==> config.mk <==
export PLATFORM = sky130hd
export DESIGN_NAME = dma_job_arbiter_flat
export DESIGN_NICKNAME = d
export VERILOG_FILES = /design/src/rtl/dma_job_arbiter_if.sv /design/src/rtl/dma_job_arbiter.sv /design/src/flat_wrapper.sv
export SDC_FILE = /design/constraint.sdc
export NUM_CORES = 1
export LEC_CHECK = 0
export BUFFER_PORTS_ARGS = -buffer_cell sky130_fd_sc_hd__buf_4
export CAP_MARGIN = 20
export CORE_ASPECT_RATIO = 0.75
export CORE_MARGIN = 10
export CORE_UTILIZATION = 35
export DETAILED_ROUTE_END_ITERATION = 12
export PLACE_DENSITY = 0.65
export SLEW_MARGIN = 20
export SYNTH_ARGS = -nofsm -noshare
export SYNTH_HDL_FRONTEND = slang
export SYNTH_SLANG_ARGS = --single-unit
==> constraint.sdc <==
create_clock -name clk -period 9 [get_ports clk]
set_input_delay 0.45 -clock clk [delete_from_list [all_inputs] [get_ports clk]]
set_output_delay 0.45 -clock clk [all_outputs]
set_load 0.02 [all_outputs]
==> src/rtl/dma_job_arbiter_if.sv <==
// dma_job_arbiter_if
// Bundles the job-request handshake of two requesters and the DMA register
// write port that the arbiter drives.
//   master : arbiter side (consumes requests and dma_busy, drives everything else)
//   slave  : requester/DMA side (mirror image of master)
// Signals:
//   req_valid/req_cols/req_rows/req_set/req_addr : packed per-requester job fields
//   req_ready/job_done/job_err                   : one-cycle pulses per requester
//   dma_write/dma_data/dma_select                : DMA register write strobe, data, index
//   dma_busy                                     : DMA busy flag
//   ctl_busy/grant_id                            : arbiter activity and current owner
interface dma_job_arbiter_if #(
  parameter int DATAWIDTH = 8
);
  logic [1:0]             req_valid;
  logic [2*DATAWIDTH-1:0] req_cols;
  logic [2*DATAWIDTH-1:0] req_rows;
  logic [3:0]             req_set;
  logic [2*DATAWIDTH-1:0] req_addr;
  logic [1:0]             req_ready;
  logic [1:0]             job_done;
  logic [1:0]             job_err;
  logic                   dma_write;
  logic [DATAWIDTH-1:0]   dma_data;
  logic [2:0]             dma_select;
  logic                   dma_busy;
  logic                   ctl_busy;
  logic                   grant_id;

  modport master (
    input  req_valid, req_cols, req_rows, req_set, req_addr, dma_busy,
    output req_ready, job_done, job_err, dma_write, dma_data, dma_select,
           ctl_busy, grant_id
  );

  modport slave (
    output req_valid, req_cols, req_rows, req_set, req_addr, dma_busy,
    input  req_ready, job_done, job_err, dma_write, dma_data, dma_select,
           ctl_busy, grant_id
  );
endinterface

==> src/rtl/dma_job_arbiter.sv <==
// dma_job_arbiter
// Arbitrates two job requesters onto one DMA engine. An accepted job is
// range-checked, programmed into the DMA with five register writes (cols,
// rows, set, addr, then the start register), and then tracked until the DMA
// goes busy and idle again. Bad jobs and DMA start timeouts end in an error
// pulse to the owning requester. Arbitration is round-robin.
// Ports:
//   clk : clock
//   rst : synchronous active-high reset (shared with the DMA)
//   bus : dma_job_arbiter_if.master (request handshake, DMA write port, status)
// All outputs come straight from registers.
module dma_job_arbiter #(
  parameter int DATAWIDTH   = 8,
  parameter int ARM_TIMEOUT = 255
) (
  input  logic              clk,
  input  logic              rst,
  dma_job_arbiter_if.master bus
);

  localparam int DW = DATAWIDTH;
  localparam int WW = 2 * DW + 1;
  localparam int CW = (ARM_TIMEOUT < 1) ? 1 : $clog2(ARM_TIMEOUT + 1);

  localparam logic [CW-1:0] CNT_ONE  = CW'(1'b1);
  localparam logic [CW-1:0] CNT_LAST = CW'(ARM_TIMEOUT - 1);
  localparam logic [DW-1:0] DATA_ONE = DW'(1'b1);
  localparam logic [WW-1:0] WIDE_ONE = WW'(1'b1);

  typedef enum logic [2:0] {
    IDLE = 3'd0,
    LOAD = 3'd1,
    ARM  = 3'd2,
    RUN  = 3'd3,
    DONE = 3'd4,
    ERR  = 3'd5
  } state_t;

  // A job fits when it is non-empty and its last byte (addr + rows*cols - 1)
  // stays inside the DW-bit address space; computed wide so nothing wraps.
  function automatic logic job_fits(input logic [DW-1:0] cols,
                                    input logic [DW-1:0] rows,
                                    input logic [DW-1:0] addr);
    logic [WW-1:0] span;
    logic [WW-1:0] last;
    span = WW'(cols) * WW'(rows);
    last = WW'(addr) + span - WIDE_ONE;
    if ((cols == {DW{1'b0}}) || (rows == {DW{1'b0}})) begin
      job_fits = 1'b0;
    end else begin
      job_fits = (last[WW-1:DW] == {(WW-DW){1'b0}});
    end
  endfunction

  state_t          state_q, state_d;
  logic [2:0]      step_q, step_d;
  logic [CW-1:0]   cnt_q, cnt_d;
  logic            grant_q, grant_d;
  logic            last_q, last_d;
  logic [DW-1:0]   cols_q, cols_d;
  logic [DW-1:0]   rows_q, rows_d;
  logic [DW-1:0]   addr_q, addr_d;
  logic [1:0]      set_q, set_d;
  logic            fits_q, fits_d;
  logic [1:0]      req_ready_q, req_ready_d;
  logic [1:0]      job_done_q, job_done_d;
  logic [1:0]      job_err_q, job_err_d;
  logic            dma_write_q, dma_write_d;
  logic [DW-1:0]   dma_data_q, dma_data_d;
  logic [2:0]      dma_select_q, dma_select_d;
  logic            ctl_busy_q, ctl_busy_d;

  logic            win_s;
  logic [1:0]      grant_oh_s;
  logic [DW-1:0]   sel_cols_s;
  logic [DW-1:0]   sel_rows_s;
  logic [DW-1:0]   sel_addr_s;
  logic [1:0]      sel_set_s;

  // Round-robin pick: a lone requester wins outright, contention goes to the
  // requester that was not served last.
  always_comb begin
    if (bus.req_valid == 2'b11) begin
      win_s = ~last_q;
    end else if (bus.req_valid == 2'b10) begin
      win_s = 1'b1;
    end else begin
      win_s = 1'b0;
    end
  end

  assign sel_cols_s = win_s ? bus.req_cols[2*DW-1:DW] : bus.req_cols[DW-1:0];
  assign sel_rows_s = win_s ? bus.req_rows[2*DW-1:DW] : bus.req_rows[DW-1:0];
  assign sel_addr_s = win_s ? bus.req_addr[2*DW-1:DW] : bus.req_addr[DW-1:0];
  assign sel_set_s  = win_s ? bus.req_set[3:2]        : bus.req_set[1:0];
  assign grant_oh_s = grant_q ? 2'b10 : 2'b01;

  // Next-state and next-output logic; every output pulse is decided one
  // cycle ahead so it can be registered together with the state.
  always_comb begin
    state_d      = state_q;
    step_d       = step_q;
    cnt_d        = cnt_q;
    grant_d      = grant_q;
    last_d       = last_q;
    cols_d       = cols_q;
    rows_d       = rows_q;
    addr_d       = addr_q;
    set_d        = set_q;
    fits_d       = fits_q;
    req_ready_d  = 2'b00;
    job_done_d   = 2'b00;
    job_err_d    = 2'b00;
    dma_write_d  = 1'b0;
    dma_data_d   = {DW{1'b0}};
    dma_select_d = 3'd0;

    case (state_q)
      IDLE: begin
        // The DMA may still be finishing work started before a reset.
        if (!bus.dma_busy && (bus.req_valid != 2'b00)) begin
          grant_d     = win_s;
          cols_d      = sel_cols_s;
          rows_d      = sel_rows_s;
          addr_d      = sel_addr_s;
          set_d       = sel_set_s;
          fits_d      = job_fits(sel_cols_s, sel_rows_s, sel_addr_s);
          req_ready_d = win_s ? 2'b10 : 2'b01;
          step_d      = 3'd0;
          state_d     = LOAD;
        end else begin
          state_d = IDLE;
        end
      end

      LOAD: begin
        // Step 0 is the acceptance cycle: a rejected job leaves before any
        // register is touched. Steps 0..4 queue the five writes, step 5 is
        // the cycle the start write is on the bus.
        if (!fits_q) begin
          job_err_d = grant_oh_s;
          state_d   = ERR;
        end else if (step_q == 3'd5) begin
          cnt_d   = {CW{1'b0}};
          state_d = ARM;
        end else begin
          dma_write_d = 1'b1;
          step_d      = step_q + 3'd1;
          case (step_q)
            3'd0: begin
              dma_select_d = 3'd0;
              dma_data_d   = cols_q;
            end
            3'd1: begin
              dma_select_d = 3'd1;
              dma_data_d   = rows_q;
            end
            3'd2: begin
              dma_select_d = 3'd2;
              dma_data_d   = DW'(set_q);
            end
            3'd3: begin
              dma_select_d = 3'd4;
              dma_data_d   = addr_q;
            end
            3'd4: begin
              dma_select_d = 3'd3;
              dma_data_d   = DATA_ONE;
            end
            default: begin
              dma_select_d = 3'd0;
              dma_data_d   = {DW{1'b0}};
            end
          endcase
        end
      end

      ARM: begin
        // cnt_q counts completed ARM cycles; the last allowed one is
        // ARM_TIMEOUT-1, after which the job is abandoned.
        if (bus.dma_busy) begin
          state_d = RUN;
        end else if (cnt_q == CNT_LAST) begin
          job_err_d = grant_oh_s;
          state_d   = ERR;
        end else begin
          cnt_d = cnt_q + CNT_ONE;
        end
      end

      RUN: begin
        if (!bus.dma_busy) begin
          job_done_d = grant_oh_s;
          state_d    = DONE;
        end else begin
          state_d = RUN;
        end
      end

      DONE: begin
        last_d  = grant_q;
        state_d = IDLE;
      end

      ERR: begin
        last_d  = grant_q;
        state_d = IDLE;
      end

      default: begin
        state_d = IDLE;
      end
    endcase

    ctl_busy_d = (state_d != IDLE);
  end

  // State, job context and output registers. Reset parks the round-robin
  // pointer on requester 1 so requester 0 wins the first contention.
  always_ff @(posedge clk) begin
    if (rst) begin
      state_q      <= IDLE;
      step_q       <= 3'd0;
      cnt_q        <= {CW{1'b0}};
      grant_q      <= 1'b0;
      last_q       <= 1'b1;
      cols_q       <= {DW{1'b0}};
      rows_q       <= {DW{1'b0}};
      addr_q       <= {DW{1'b0}};
      set_q        <= 2'b00;
      fits_q       <= 1'b0;
      req_ready_q  <= 2'b00;
      job_done_q   <= 2'b00;
      job_err_q    <= 2'b00;
      dma_write_q  <= 1'b0;
      dma_data_q   <= {DW{1'b0}};
      dma_select_q <= 3'd0;
      ctl_busy_q   <= 1'b0;
    end else begin
      state_q      <= state_d;
      step_q       <= step_d;
      cnt_q        <= cnt_d;
      grant_q      <= grant_d;
      last_q       <= last_d;
      cols_q       <= cols_d;
      rows_q       <= rows_d;
      addr_q       <= addr_d;
      set_q        <= set_d;
      fits_q       <= fits_d;
      req_ready_q  <= req_ready_d;
      job_done_q   <= job_done_d;
      job_err_q    <= job_err_d;
      dma_write_q  <= dma_write_d;
      dma_data_q   <= dma_data_d;
      dma_select_q <= dma_select_d;
      ctl_busy_q   <= ctl_busy_d;
    end
  end

  assign bus.req_ready  = req_ready_q;
  assign bus.job_done   = job_done_q;
  assign bus.job_err    = job_err_q;
  assign bus.dma_write  = dma_write_q;
  assign bus.dma_data   = dma_data_q;
  assign bus.dma_select = dma_select_q;
  assign bus.ctl_busy   = ctl_busy_q;
  assign bus.grant_id   = grant_q;

endmodule

==> src/flat_wrapper.sv <==
// flat-port wrapper written by rule: the top's interface ports become plain ports
module dma_job_arbiter_flat 
#(
  parameter int DATAWIDTH   = 8,
  parameter int ARM_TIMEOUT = 255
)
  (clk, rst, bus_req_valid, bus_req_cols, bus_req_rows, bus_req_set, bus_req_addr, bus_dma_busy, bus_req_ready, bus_job_done, bus_job_err, bus_dma_write, bus_dma_data, bus_dma_select, bus_ctl_busy, bus_grant_id);
  dma_job_arbiter_if #(.DATAWIDTH(DATAWIDTH)) bus_i ();
  input  logic clk;
  input  logic rst;
  input wire logic [$bits(bus_i.req_valid)-1:0] bus_req_valid;
  input wire logic [$bits(bus_i.req_cols)-1:0] bus_req_cols;
  input wire logic [$bits(bus_i.req_rows)-1:0] bus_req_rows;
  input wire logic [$bits(bus_i.req_set)-1:0] bus_req_set;
  input wire logic [$bits(bus_i.req_addr)-1:0] bus_req_addr;
  input wire logic [$bits(bus_i.dma_busy)-1:0] bus_dma_busy;
  output wire logic [$bits(bus_i.req_ready)-1:0] bus_req_ready;
  output wire logic [$bits(bus_i.job_done)-1:0] bus_job_done;
  output wire logic [$bits(bus_i.job_err)-1:0] bus_job_err;
  output wire logic [$bits(bus_i.dma_write)-1:0] bus_dma_write;
  output wire logic [$bits(bus_i.dma_data)-1:0] bus_dma_data;
  output wire logic [$bits(bus_i.dma_select)-1:0] bus_dma_select;
  output wire logic [$bits(bus_i.ctl_busy)-1:0] bus_ctl_busy;
  output wire logic [$bits(bus_i.grant_id)-1:0] bus_grant_id;
  assign bus_i.req_valid = bus_req_valid;
  assign bus_i.req_cols = bus_req_cols;
  assign bus_i.req_rows = bus_req_rows;
  assign bus_i.req_set = bus_req_set;
  assign bus_i.req_addr = bus_req_addr;
  assign bus_i.dma_busy = bus_dma_busy;
  assign bus_req_ready = bus_i.req_ready;
  assign bus_job_done = bus_i.job_done;
  assign bus_job_err = bus_i.job_err;
  assign bus_dma_write = bus_i.dma_write;
  assign bus_dma_data = bus_i.dma_data;
  assign bus_dma_select = bus_i.dma_select;
  assign bus_ctl_busy = bus_i.ctl_busy;
  assign bus_grant_id = bus_i.grant_id;
  dma_job_arbiter #(.DATAWIDTH(DATAWIDTH), .ARM_TIMEOUT(ARM_TIMEOUT)) u_core (.clk(clk), .rst(rst), .bus(bus_i));
endmodule
Word level (Yosys, flattened, before mapping)

Cells that the tools add are included.

Register bits: 62
Bits of input ports: 57
Word-level logic and storage cells: 99

Add/sub/neg operators: 4
$mul: 1
Equality and inequality tests: 19
Muxes and demuxes: 32
Bitwise operators: 6
Reduce and logical (&&, ||, !) cells: 20

Operator list:

| operator                | count |
|---|---|
| $mux W8                 | 7 |
| $pmux W8 S5             | 1 |
| $mux W3                 | 8 |
| $pmux W3 S4             | 2 |
| $add A8 B16 Y17         | 1 |
| $sub A17 B1 Y17 const B | 1 |
| $logic_not A8 Y1        | 2 |
| $mul A8 B8 Y16          | 1 |
| $pmux W8 S2             | 1 |
| $eq A3 B2 Y1 const B    | 4 |
| $eq A3 B3 Y1 const B    | 4 |
| $mux W2                 | 6 |
| $logic_not A9 Y1        | 1 |
| $reduce_or A3 Y1        | 3 |
| $add A8 B1 Y8 const B   | 1 |
| $eq A8 B8 Y1 const B    | 1 |
| $eq A3 B1 Y1 const B    | 2 |
| $logic_not A3 Y1        | 2 |
| $ne A2 B1 Y1 const B    | 3 |
| $ne A2 B2 Y1 const B    | 3 |
| $not A1 Y1              | 6 |
| $pmux W3 S2             | 1 |
| $reduce_bool A2 Y1      | 3 |
| $mux W1                 | 5 |
| 12 further kinds        | 13 |

Depth between registers and ports, before layout

Depth after elaboration: 9
Depth in mapped cells: 23

Least setup slack after synthesis

OpenSTA, ideal clock, no wires.

Path kind: input-to-reg
From: in bus_req_valid[1]
To: reg u_core.fits_q
Setup time: 0.084 ns
Data arrival time: 6.007 ns
Required time: 8.916 ns
Path slack: 2.909 ns
Cell stages on the path: 22
Path through: a21boi_1 -> buf_6 -> clkbuf_1 -> mux2_2 -> and2_1 -> fa_1 -> inv_1 -> fa_1 -> inv_1 -> fa_1 -> fa_1 -> fa_1 -> ha_1 -> and2_1 -> clkbuf_1 -> nor2_1 -> nor2_1 -> o21ai_2 -> a31oi_1 -> xor2_1 -> or4_1 -> o31ai_2

Word-level cells in the longest chain between the ends: 9
Elaborated cells on any way between the ends: 18
Those cells by class: 2 x add/sub; 1 x mul; 2 x eq/ne; 6 x mux; 7 x reduce/logical

Ends and longest elaborated chain:

| item                       | line                                         | text |
|---|---|---|
| start: declaration         | flat_wrapper.sv:11                           | `input wire logic [$bits(bus_i.req_valid)-1:0] bus_req_valid;` |
| $eq A2 B2 Y1               | dma_job_arbiter.sv:85                        | `end else if (bus.req_valid == 2'b10) begin` |
| $mux W1                    | dma_job_arbiter.sv:85                        |  |
| $mux W1                    | dma_job_arbiter.sv:83                        | `if (bus.req_valid == 2'b11) begin` |
| $mux W8 (on tied branches) | dma_job_arbiter.sv:92, dma_job_arbiter.sv:93 |  |
| $mul A8 B8 Y16             | dma_job_arbiter.sv:46                        | `span = WW'(cols) * WW'(rows);` |
| $add A8 B16 Y17            | dma_job_arbiter.sv:47                        | `last = WW'(addr) + span - WIDE_ONE;` |
| $sub A17 B1 Y17            | dma_job_arbiter.sv:47                        |  |
| $logic_not A9 Y1           | dma_job_arbiter.sv:51                        | `job_fits = (last[WW-1:DW] == {(WW-DW){1'b0}});` |
| $mux W1                    | dma_job_arbiter.sv:48                        | `if ((cols == {DW{1'b0}}) \|\| (rows == {DW{1'b0}})) begin` |
| end signal: assignment     | dma_job_arbiter.sv:249                       | `fits_q <= fits_d;` |
| end: declaration           | dma_job_arbiter.sv:64                        | `logic fits_q, fits_d;` |

Parallel ways exist; a longest one is shown, timed or not.
A chain may end at the register's enable or synchronous reset.

Worst setup path in the final report

From: reg u_core.last_q
To: reg u_core.fits_q

Word-level cells in the longest chain between the ends: 8
Elaborated cells on any way between the ends: 13
Those cells by class: 2 x add/sub; 1 x mul; 5 x mux; 1 x bitwise; 4 x reduce/logical

Ends and longest elaborated chain:

| item                       | line                                         | text |
|---|---|---|
| start: declaration         | dma_job_arbiter.sv:59                        | `logic last_q, last_d;` |
| start signal: assignment   | dma_job_arbiter.sv:244                       | `last_q <= last_d;` |
| $not A1 Y1 (*)             | dma_job_arbiter.sv:84                        | `win_s = ~last_q;` |
| $mux W1 (*)                | dma_job_arbiter.sv:83                        |  |
| $mux W8 (on tied branches) | dma_job_arbiter.sv:92, dma_job_arbiter.sv:93 |  |
| $mul A8 B8 Y16             | dma_job_arbiter.sv:46                        |  |
| $add A8 B16 Y17            | dma_job_arbiter.sv:47                        |  |
| $sub A17 B1 Y17            | dma_job_arbiter.sv:47                        |  |
| $logic_not A9 Y1           | dma_job_arbiter.sv:51                        |  |
| $mux W1 (*)                | dma_job_arbiter.sv:48                        |  |

Mark *: on every way between the ends. The rest lies on a longest branch, timed or not.

==> impl_metrics.tcl <==
set metrics [dict create \
    synth_ff_type "dfxtp_1" \
    gp_routability_congestion 0.9260 \
    number_of_buffers_created_by_cts 9 \
    nets 841 \
    regArea_sq_um 1241 \
    ctsHoldBuffers 0 \
    slew_violations 0 \
    grt_start_max_net_pins 48 \
    max_cap_violations 0 \
    postSynth.asyncResetShare 0 \
    fillers 1442 \
    cts_num_sinks 62 \
    boundaryPins 77 \
    buffer_ports.inserted 76 \
    clk_path_buf_depth 2 \
    synthTopCellsByArea "dfxtp_1 23%, fa_1 17%, ha_1 13%" \
    leading_cell_type_by_number_of_instances_after_synthesis "nor2_1" \
    setup-tns-final_ns 0 \
    layout.core_utilization 0.4367 \
    drt_first_pass_iters 5 \
    worstReg2RegEnd "u_core.fits_q" \
    cpMostUsedCell "fa_1" \
    grt_setup_unrepaired "no" \
    setup_viol 0 \
    initial_antenna_violation_count 1 \
    whs_ns 0.4622 \
    synth_fp_nets 771 \
    grt_overflow 0 \
    synth.avg_cell_area_sq_um 8.734 \
    postCtsSetupRepairBufs 0 \
    synth_simple_gate_area_frac 0.1890 \
    synthToLayoutAreaGrowth_pct 20.23 \
    route.final.wire_length_mm 14.24 \
    die_x_um 162.6 \
    timing.rr.start "u_core.last_q" \
    htree_levels 3 \
    relSlewSlack 0.4396 \
    powerDensity_nw_per_um2 321.4 \
    worstSkewPairLatency_ns 0.33 \
    row_count 38 \
    grt.total_usage 0.1382 \
    yosysTopAreaCell "dfxtp_1" \
    timing.hold.worst_path_depth 4 \
    post_synth_xor_area_fraction 0.01970 \
    slowest_stage "a21boi_4" \
    post-route-min-period_ns 6.705 \
    critPathCaptureType "register" \
    synth_cells 611 \
    drtIter0Drc 442 \
    min_to "u_core.bus.job_done[0]" \
    routed_vias_inst 5.138 \
    maxClockFrequency_mhz 149.1 \
    post_synthesis_cell_area_sq_um 5336 \
    hold_viol 0 \
    hold_path_startpoint "bus_dma_busy" \
    synth_sequential_area_ratio 0.2326 \
    peakVddDrop_uv 181.3 \
    synth-compound-area-share 0.1147 \
    tritoncts "built" \
    synthesis.yosys.warnings 0 \
    dp_hpwl_mm 11.63 \
    hold_path_class "in2reg" \
    synth_edf_count 0 \
    antenna_cells_inserted 0 \
    wl_per_cell_um 16.07 \
    core-area_sq_um 14690 \
    synth_fa_ha_area_frac 0.3062 \
    main_combinational_cell_family_by_area_after_synthesis "adder cells" \
    postCtsResizedCells 0 \
    static-leakage-power_uw 0.002889 \
    r2r_setup_slack_ns 2.30 \
    timing.reg2reg.worst_path_depth 18 \
    most_frequent_cells_after_synthesis "93 x nor2_1, 64 x nand2_1, 62 x dfxtp_1" \
    final_layout_size_suffix_gt1_frac 0.1793 \
    multi_input_comb_area_sq_um 3810 \
    min_period_over_period 0.7450 \
    crit_path_max_fanout 24 \
    crit_type "reg2reg" \
    floorplan.die_area_sq_um 20640 \
    clock_skew_ns 0.009310 \
    run_status "complete, no violations" \
    wire_length_of_the_first_global_routing_pass_mm 23.34 \
    critPathArrivalTime_ns 6.95 \
    final_antenna_net_count 0 \
    drcViolationCount 0 \
    synthMuxAreaShare 0.08089 \
    ys_types 55 \
    starting_density_of_the_core 0.3632 \
    first_global_vias 4442 \
    netlist.area_leader.share 0.2326 \
    synth_seq_cells 62 \
    required_ns 9.24 \
    die_y_um 126.9 \
    critical-path-max-stage-delay_ns 0.68 \
    clk_pin_slew_worst_paths_ns 0.05 \
    start_kind "register" \
    cts-root-buf "clkbuf_16" \
    dr_total_vias 4552 \
    worstMarginPinSlew_ns 0.8386 \
    cell_breakdown_of_the_critical_path "a21boi_4 -> buf_4 -> mux2i_1 -> nor2_1 -> fa_1 -> ha_1 -> fa_1 -> fa_1 -> fa_1 -> ha_1 -> a21oi_1 -> nand2_1 -> a221o_1 -> a211oi_1 -> o2bb2ai_1 -> o2111ai_1 -> or4_1 -> o31ai_2" \
]
==> how the worst max path moves through the flow <==
| stage | end | depth (start not counted) | slack (ns) | startpoint |
|---|---|---|---|---|
| after floorplan | u_core.fits_q | 22 | 2.91 | bus_req_valid[1] |
| after CTS | u_core.fits_q | 18 | 2.34 | u_core.last_q |
| final | u_core.fits_q | 18 | 2.30 | u_core.last_q |
| after global placement | u_core.fits_q | 19 | 2.16 | bus_req_valid[0] |
| after detailed placement | u_core.fits_q | 19 | 2.13 | bus_req_valid[0] |
| after global routing | u_core.fits_q | 20 | 1.90 | u_core.last_q |
==> area by class of cell <==
type                    instances  share of cell area
clock buffers                  10             0.03725
clock inverters                 6            0.009555
inverters                      59             0.03452
well taps                     200             0.03900
multi-input cells             470              0.5938
flip-flops and latches         62              0.1934
repair buffers                 79             0.09243
==> registers in the layout (all words and copies together), names as in the netlist <==
| name | cells |
|---|---|
| u_core.step_q | 3 |
| u_core.addr_q | 8 |
| u_core.state_q | 3 |
| u_core.bus.ctl_busy | 1 |
| u_core.bus.grant_id | 1 |
| u_core.set_q | 2 |
| u_core.bus.dma_data | 8 |
| u_core.rows_q | 8 |
| u_core.fits_q | 1 |
| u_core.bus.job_done | 2 |
| u_core.bus.req_ready | 2 |
| u_core.bus.dma_write | 1 |
| u_core.cols_q | 8 |
| u_core.bus.job_err | 2 |
| u_core.last_q | 1 |
| u_core.bus.dma_select | 3 |
| u_core.cnt_q | 8 |
==> layer usage <==
metal	wire length, um	global-route usage	up-vias	part of all wire
li1	-	-	2243	-
met1	7541	0.2104	2115	0.53
met2	5183	0.1757	186	0.36
met3	1467	0.06076	6	0.10
met4	32	0.01534	2	0.0022
met5	12	0	-	0.00084
==> critical path, delay by kind of cell (launching register included) <==
| family | cells | cell delay (ns) |
|---|---|---|
| AOI/OAI and AO/OA | 7 | 2.01 |
| adders and majority gates | 6 | 2.56 |
| buffers and inverters | 1 | 0.45 |
| DFF | 1 | 0.33 |
| muxes | 1 | 0.61 |
| and+or+nand+nor | 3 | 0.64 |
==> per-stage QoR <==
step | instance area [sq um] | setup WS, ns | std cells | power (uW)
2_1_floorplan | 5336 | 2.909 | 611 | 1407
3_3_place_gp | 6108 | 2.163 | 870 | 1698
3_5_place_dp | 6108 | 2.127 | 870 | 1699
4_1_cts | 6409 | 2.342 | 886 | 2066
5_1_grt | 6416 | 1.902 | 886 | 2306
6_report | 6416 | 2.295 | 886 | 2062
==> logic make-up (layout without fill, tap and decap cells) <==
| logic type | count (synthesis) | count (layout) |
|---|---|---|
| mux | 40 | 40 |
| simple gates | 229 | 229 |
| compound gates | 86 | 86 |
| xor+xnor | 12 | 12 |
| buf+inv | 79 | 154 |
| flops | 62 | 62 |
| fa+ha+maj | 103 | 103 |
==> report_power, final <==
group	switching [uW]	internal, uW
clock	123	220
combinational	835	582
sequential	10.8	291
==> placed cells by master, fill, tap and decap left out, types with 17 or more instances in the layout <==
cell      instances
fa_1             46
mux2_2           21
nand3_1          17
a211oi_1         21
ha_1             57
nor3_1           17
buf_4            79
dfxtp_1          62
nand2_1          64
a21oi_1          17
inv_1            59
nor2_1           93
mux2i_1          18
Note: power is estimated with default switching activity, not from simulation.
